--- config.mk ---
export PLATFORM = sky130hd
export DESIGN_NAME = serial_adder
export DESIGN_NICKNAME = d
export VERILOG_FILES = /design/src/rtl/serial_adder_pkg.sv /design/src/rtl/fa.sv /design/src/rtl/serial_adder.sv
export SDC_FILE = /design/constraint.sdc
export NUM_CORES = 1
export LEC_CHECK = 0
export CORE_UTILIZATION = 45
export CTS_CLUSTER_SIZE = 14
export DETAILED_ROUTE_END_ITERATION = 8
export PLACE_DENSITY = 0.7
export SETUP_SLACK_MARGIN = 0.5
export SYNTH_ARGS = -nofsm -noshare
export SYNTH_HDL_FRONTEND = slang
export SYNTH_HIERARCHICAL = 1
export SYNTH_SLANG_ARGS = --single-unit
--- constraint.sdc ---
create_clock -name i_clk -period 3.5 [get_ports i_clk]
set_input_delay 0.7 -clock i_clk [delete_from_list [all_inputs] [get_ports i_clk]]
set_output_delay 0.7 -clock i_clk [all_outputs]
set_load 0.01 [all_outputs]
--- src/rtl/serial_adder_pkg.sv ---
// -----------------------------------------------------------------------------
// serial_adder_pkg
//
// Purpose : Shared types and constants for the bit-serial adder.
//           - state_t       : sequencer states (IDLE / RUN / DONE)
//           - DEFAULT_WIDTH : default operand width
//           - cnt_width()   : width of the bit counter for a given operand
//                             width, never less than one bit so that a
//                             WIDTH=1 build still has a legal counter vector
// Ports   : none (package)
// -----------------------------------------------------------------------------
package serial_adder_pkg;

   typedef enum logic [1:0] {
      IDLE = 2'd0,
      RUN  = 2'd1,
      DONE = 2'd2
   } state_t;

   localparam int DEFAULT_WIDTH = 8;

   function automatic int cnt_width(input int width);
      if (width <= 1) begin
         return 1;
      end
      return $clog2(width);
   endfunction

endpackage : serial_adder_pkg

--- src/rtl/fa.sv ---
// -----------------------------------------------------------------------------
// fa
//
// Purpose : One-bit full-adder cell, purely combinational.
// Ports   : i_a, i_b   - addend bits
//           i_cin      - carry in
//           o_sum      - sum bit   (i_a ^ i_b ^ i_cin)
//           o_carry    - carry out (majority of the three inputs)
// -----------------------------------------------------------------------------
module fa (
   input  logic i_a,
   input  logic i_b,
   input  logic i_cin,
   output logic o_sum,
   output logic o_carry
);

   logic half_sum;

   assign half_sum = i_a ^ i_b;
   assign o_sum    = half_sum ^ i_cin;
   // Generate when both bits are set, propagate an incoming carry otherwise.
   assign o_carry  = (i_a & i_b) | (i_cin & half_sum);

endmodule : fa

--- src/rtl/serial_adder.sv ---
// -----------------------------------------------------------------------------
// serial_adder
//
// Purpose : Bit-serial WIDTH-bit adder. Operands and a carry-in are taken
//           through a valid/ready handshake, added LSB-first one bit per clock
//           through a single fa cell (carry kept in a flip-flop), and the
//           WIDTH-bit sum plus carry-out are offered through a second
//           valid/ready handshake.
//
// Parameters
//   WIDTH    operand / sum width, 1..64
//
// Ports
//   i_clk    clock, rising edge
//   i_rst    asynchronous active-high reset; aborts any operation in flight
//   i_valid  operands present (only looked at in IDLE)
//   o_ready  block is idle and will take operands on this edge
//   i_a      operand A
//   i_b      operand B
//   i_cin    carry-in
//   o_valid  result available (DONE)
//   i_ready  consumer takes the result
//   o_sum    sum bits; hold the last result in DONE and IDLE
//   o_carry  carry-out; holds with o_sum
//   o_busy   high while bits are being shifted (RUN)
//
// Timing : accept at edge k -> o_valid after edge k+WIDTH. The result
//          handshake edge returns to IDLE, so a new accept can happen no
//          earlier than the edge after that (period WIDTH+2).
// -----------------------------------------------------------------------------
module serial_adder
   import serial_adder_pkg::*;
#(
   parameter int WIDTH = DEFAULT_WIDTH
) (
   input  logic             i_clk,
   input  logic             i_rst,
   input  logic             i_valid,
   output logic             o_ready,
   input  logic [WIDTH-1:0] i_a,
   input  logic [WIDTH-1:0] i_b,
   input  logic             i_cin,
   output logic             o_valid,
   input  logic             i_ready,
   output logic [WIDTH-1:0] o_sum,
   output logic             o_carry,
   output logic             o_busy
);

   localparam int               CNT_W    = cnt_width(WIDTH);
   localparam logic [CNT_W-1:0] LAST_BIT = CNT_W'(WIDTH - 1);
   localparam logic [CNT_W-1:0] CNT_ONE  = CNT_W'(1);

   // ------------------------------------------------------------------
   // State and datapath registers
   // ------------------------------------------------------------------
   state_t           state_reg;
   state_t           state_next;

   logic [WIDTH-1:0] a_reg;
   logic [WIDTH-1:0] a_next;
   logic [WIDTH-1:0] b_reg;
   logic [WIDTH-1:0] b_next;
   logic [WIDTH-1:0] sum_reg;
   logic [WIDTH-1:0] sum_next;
   logic             carry_reg;
   logic             carry_next;
   logic [CNT_W-1:0] cnt_reg;
   logic [CNT_W-1:0] cnt_next;

   // ------------------------------------------------------------------
   // Per-cycle control decodes and shifted register images
   // ------------------------------------------------------------------
   logic             accept;
   logic             result_taken;
   logic             last_bit;
   logic             fa_sum;
   logic             fa_carry;
   logic [WIDTH-1:0] a_shift;
   logic [WIDTH-1:0] b_shift;
   logic [WIDTH-1:0] sum_shift;

   // Decoded from the registered state, so there is no combinational path
   // from i_valid/i_ready to o_ready/o_valid.
   assign accept       = (state_reg == IDLE) && i_valid;
   assign result_taken = (state_reg == DONE) && i_ready;
   assign last_bit     = (cnt_reg == LAST_BIT);

   // ------------------------------------------------------------------
   // The single full-adder cell: always looks at the current LSBs and the
   // running carry. Its outputs are only consumed while in RUN.
   // ------------------------------------------------------------------
   fa u_fa (
      .i_a     (a_reg[0]),
      .i_b     (b_reg[0]),
      .i_cin   (carry_reg),
      .o_sum   (fa_sum),
      .o_carry (fa_carry)
   );

   // ------------------------------------------------------------------
   // Right-shift images. Operands shift in zeros at the MSB; the sum
   // register takes the freshly computed bit at the MSB so that after
   // WIDTH shifts bit 0 of the result has arrived at position 0.
   // The MSB is split out so that WIDTH=1 never indexes past the vector.
   // ------------------------------------------------------------------
   genvar gi;
   generate
      for (gi = 0; gi < WIDTH; gi++) begin : g_shift
         if (gi == WIDTH - 1) begin : g_msb
            assign a_shift[gi]   = 1'b0;
            assign b_shift[gi]   = 1'b0;
            assign sum_shift[gi] = fa_sum;
         end else begin : g_body
            assign a_shift[gi]   = a_reg[gi+1];
            assign b_shift[gi]   = b_reg[gi+1];
            assign sum_shift[gi] = sum_reg[gi+1];
         end
      end
   endgenerate

   // ------------------------------------------------------------------
   // FSM: state register
   // ------------------------------------------------------------------
   always_ff @(posedge i_clk or posedge i_rst) begin
      if (i_rst) begin
         state_reg <= IDLE;
      end else begin
         state_reg <= state_next;
      end
   end

   // ------------------------------------------------------------------
   // FSM: next-state logic
   // ------------------------------------------------------------------
   always_comb begin
      state_next = state_reg;
      case (state_reg)
         IDLE: begin
            if (accept) begin
               state_next = RUN;
            end
         end
         RUN: begin
            if (last_bit) begin
               state_next = DONE;
            end
         end
         DONE: begin
            // Returning to IDLE rather than straight to RUN: a result
            // handshake never doubles as an operand accept.
            if (result_taken) begin
               state_next = IDLE;
            end
         end
         default: begin
            state_next = IDLE;
         end
      endcase
   end

   // ------------------------------------------------------------------
   // FSM: outputs (pure state decodes)
   // ------------------------------------------------------------------
   always_comb begin
      o_ready = 1'b0;
      o_busy  = 1'b0;
      o_valid = 1'b0;
      case (state_reg)
         IDLE:    o_ready = 1'b1;
         RUN:     o_busy  = 1'b1;
         DONE:    o_valid = 1'b1;
         default: o_ready = 1'b0;
      endcase
   end

   // ------------------------------------------------------------------
   // Datapath next values
   // ------------------------------------------------------------------
   always_comb begin
      a_next     = a_reg;
      b_next     = b_reg;
      sum_next   = sum_reg;
      carry_next = carry_reg;
      cnt_next   = cnt_reg;

      if (accept) begin
         a_next     = i_a;
         b_next     = i_b;
         sum_next   = '0;
         carry_next = i_cin;
         cnt_next   = '0;
      end else if (state_reg == RUN) begin
         a_next     = a_shift;
         b_next     = b_shift;
         sum_next   = sum_shift;
         carry_next = fa_carry;
         // Counter stops on the last bit so it never wraps in narrow builds.
         if (!last_bit) begin
            cnt_next = cnt_reg + CNT_ONE;
         end
      end
   end

   // ------------------------------------------------------------------
   // Datapath registers. In DONE and IDLE nothing above changes them, which
   // is what keeps o_sum/o_carry steady until the next accept.
   // ------------------------------------------------------------------
   always_ff @(posedge i_clk or posedge i_rst) begin
      if (i_rst) begin
         a_reg     <= '0;
         b_reg     <= '0;
         sum_reg   <= '0;
         carry_reg <= 1'b0;
         cnt_reg   <= '0;
      end else begin
         a_reg     <= a_next;
         b_reg     <= b_next;
         sum_reg   <= sum_next;
         carry_reg <= carry_next;
         cnt_reg   <= cnt_next;
      end
   end

   // After the final RUN edge the carry flip-flop holds the carry-out of
   // the top bit, so it doubles as the result carry.
   assign o_sum   = sum_reg;
   assign o_carry = carry_reg;

endmodule : serial_adder

==> reports/qor.yml <==
route:
  drc: 0
  routed_wl_um: 3020
  drtIter0Drc: 57
  wl_per_cell_um: 14.3
  antenna_left: 0
  viasPerCell: 5.53
  vias: 1167
  firstDrtPassIters: 3
floorplanning:
  pin_count: 33
  fp.dieW_um: 60.0
  design.core.area_sq_mm: 0.00313
  die_h_um: 60.0
  placementRows: 20
  initial_utilization: 0.484
  die_area_sq_mm: 0.00360
sta:
  rsz0062_at_grt: "no"
  finalSetupTns_ns: 0
  finalClockSkew_ns: 0.0138
  whs_ns: 0.519
  setup_viol: 0
  report.final.slew_viol_count: 0
  finalCriticalPeriod_ns: 2.74
  worst_slew_pin_slew_ns: 0.623
  slew_headroom: 0.585
  max_freq_mhz: 365
  final_hold_viol_count: 0
  timing.final.crit_share: 0.784
cts:
  cts_tree: "yes"
  post_cts_buffers: 0
  cts_root_buffer: "clkbuf_4"
  cts.repair.resized: 0
  clockBufferDepth: 2
  cts_hold_buf: 0
  insertion_delay_ns: 0.33
  cts_made_buffers: 5
  clock-sinks: 30
  h-tree-depth: 2
  path_clk_slew_ns: 0.10
setup_path:
  critical_path.max_fanout: 26
  end_kind: "primary output"
  critPathRequiredTime_ns: 2.80
  crit_type: "flip-flop to primary output"
  cp.arrival_ns: 2.04
  start_kind: "flip-flop"
placement:
  port_buffers: 32
  place.gp.congestion: 0.705
  placed_area_sq_mm: 0.00186
  hpwl_um: 1950
global_route:
  track_usage: 0.201
  first_global_vias: 1186
  grt_pass1_wl_um: 5290
  grt_max_degree: 31
  overflow: 0
  antenna_found_initial: 0
yosys:
  ys_warn_count: 6
  synth_area_leaders: "dfrtp_1 50%, nor4b_1 8.7%, nor3b_1 6.9%"
  synth_cell_types: 26
  synth-seq-area-share: 0.496
  synth_area_sq_mm: 0.00151
  netlist_instances: 135
  syn_avg_cell_area_sq_um: 11.2
  synth_top_area_frac: 0.496
  synth_nets: 159
  synth_seq_cells: 30
  synth_top_area_cell: "dfrtp_1"
pwr:
  p_leak_nw: 0.852
  powerDensity_mw_per_mm2: 803
  ir_drop_v: 0.000422
  power_mw: 1.55
flow_run:
  cap_viol_max_count: 0
final_layout:
  final_cell_area_sq_mm: 0.00194
  finish.utilization: 0.619
  layout.nets: 190
  diodes: 0
  area_delta_synth_final_pct: 28.0
  drive_gt1_frac: 0.102
worst_hold_path:
  hp-class: "flip-flop to flip-flop"
outcome:
  outcome: "finished clean"
-- layout make-up --
cell class	instances	area, sq um
Clock buffer	5	37.5
Clock inverter	3	40.0
Fill cell	270	1190
Inverter	18	67.6
Multi-Input combinational cell	74	627
Sequential cell	30	751
Tap cell	44	55.1
Timing Repair Buffer	37	358
-- where the power goes --
group	switching (mW)	leakage, nW	internal [mW]
sequential	0.125	0.366	0.503
clock	0.122	0.0450	0.148
combinational	0.292	0.441	0.363
total	0.540	0.852	1.01
-- synthesized netlist by cell type --
| library cell | instances |
|---|---|
| nor4bb_1 | 2 |
| nor2_1 | 1 |
| inv_1 | 18 |
| a211oi_1 | 13 |
| a211oi_2 | 1 |
| nor4b_2 | 1 |
| and3_1 | 3 |
| and2b_1 | 1 |
| o21bai_1 | 1 |
| nor4b_1 | 15 |
| a211o_1 | 3 |
| nor3b_1 | 14 |
| a22o_1 | 10 |
| ha_1 | 2 |
| clkbuf_1 | 4 |
| buf_2 | 6 |
| o2bb2ai_1 | 1 |
| buf_6 | 1 |
| fa_1 | 1 |
| nor2b_1 | 1 |
| dfrtp_1 | 30 |
| buf_4 | 2 |
| nand2_1 | 1 |
| a21oi_1 | 1 |
| a221oi_1 | 1 |
| nor3b_2 | 1 |
-- worst max-delay path, cell delays in order (launching register included) --
cell and delay (ns):
dfrtp_1 0.64, buf_4 0.35, and2b_1 0.23, clkdlybuf4s50_1 0.49
-- final timing paths --
check | startpoint | to | slack [ns] | depth (start not counted)
max in group asynchronous | i_rst | a_reg[6] | 2.47 | 3
min reg2reg | o_sum[0] | o_sum[0] | 0.52 | 1
max | state_reg[0] | o_valid | 0.76 | 3
min in group asynchronous | i_rst | o_carry | 0.73 | 3
max reg2reg | state_reg[1] | b_reg[5] | 1.56 | 4
min | o_sum[0] | o_sum[0] | 0.52 | 1
-- cell families after synthesis --
group / after synthesis / synth area share
adder cells (fa/ha/maj): 3 / 0.0298
flip-flops: 30 / 0.496
AO/OA/AOI/OAI: 31 / 0.168
AND/OR/NAND/NOR: 40 / 0.214
buffers and inverters: 31 / 0.0918
-- routing by layer --
metal / part of all wire / track usage
met5: 0 / 0
met4: 0.013 / 0.0897
met3: 0.029 / 0.0390
met2: 0.47 / 0.340
met1: 0.48 / 0.248
-- layout by cell type (no fill, tap or decap), drive strengths merged, types with 2 or more instances in the layout --
cell,synthesis,routed
a22o,10,10
dfrtp,30,30
clkdlybuf4s50,0,32
a211o,3,3
nor4b,16,16
and3,3,3
a211oi,14,14
inv,18,18
buf,9,5
nor3b,15,15
clkbuf,4,5
nor4bb,2,2
clkinv,0,2
ha,2,2
-- per-stage QoR --
| step | instances | setup slack (ns) |
|---|---|---|
| finish | 211 | 0.757 |
| global route | 211 | 0.625 |
| CTS | 211 | 0.754 |
| detailed placement | 203 | 1.02 |
| global placement | 203 | 1.04 |
| floorplan | 135 | 1.93 |
Note: power is estimated with default switching activity, not from simulation.
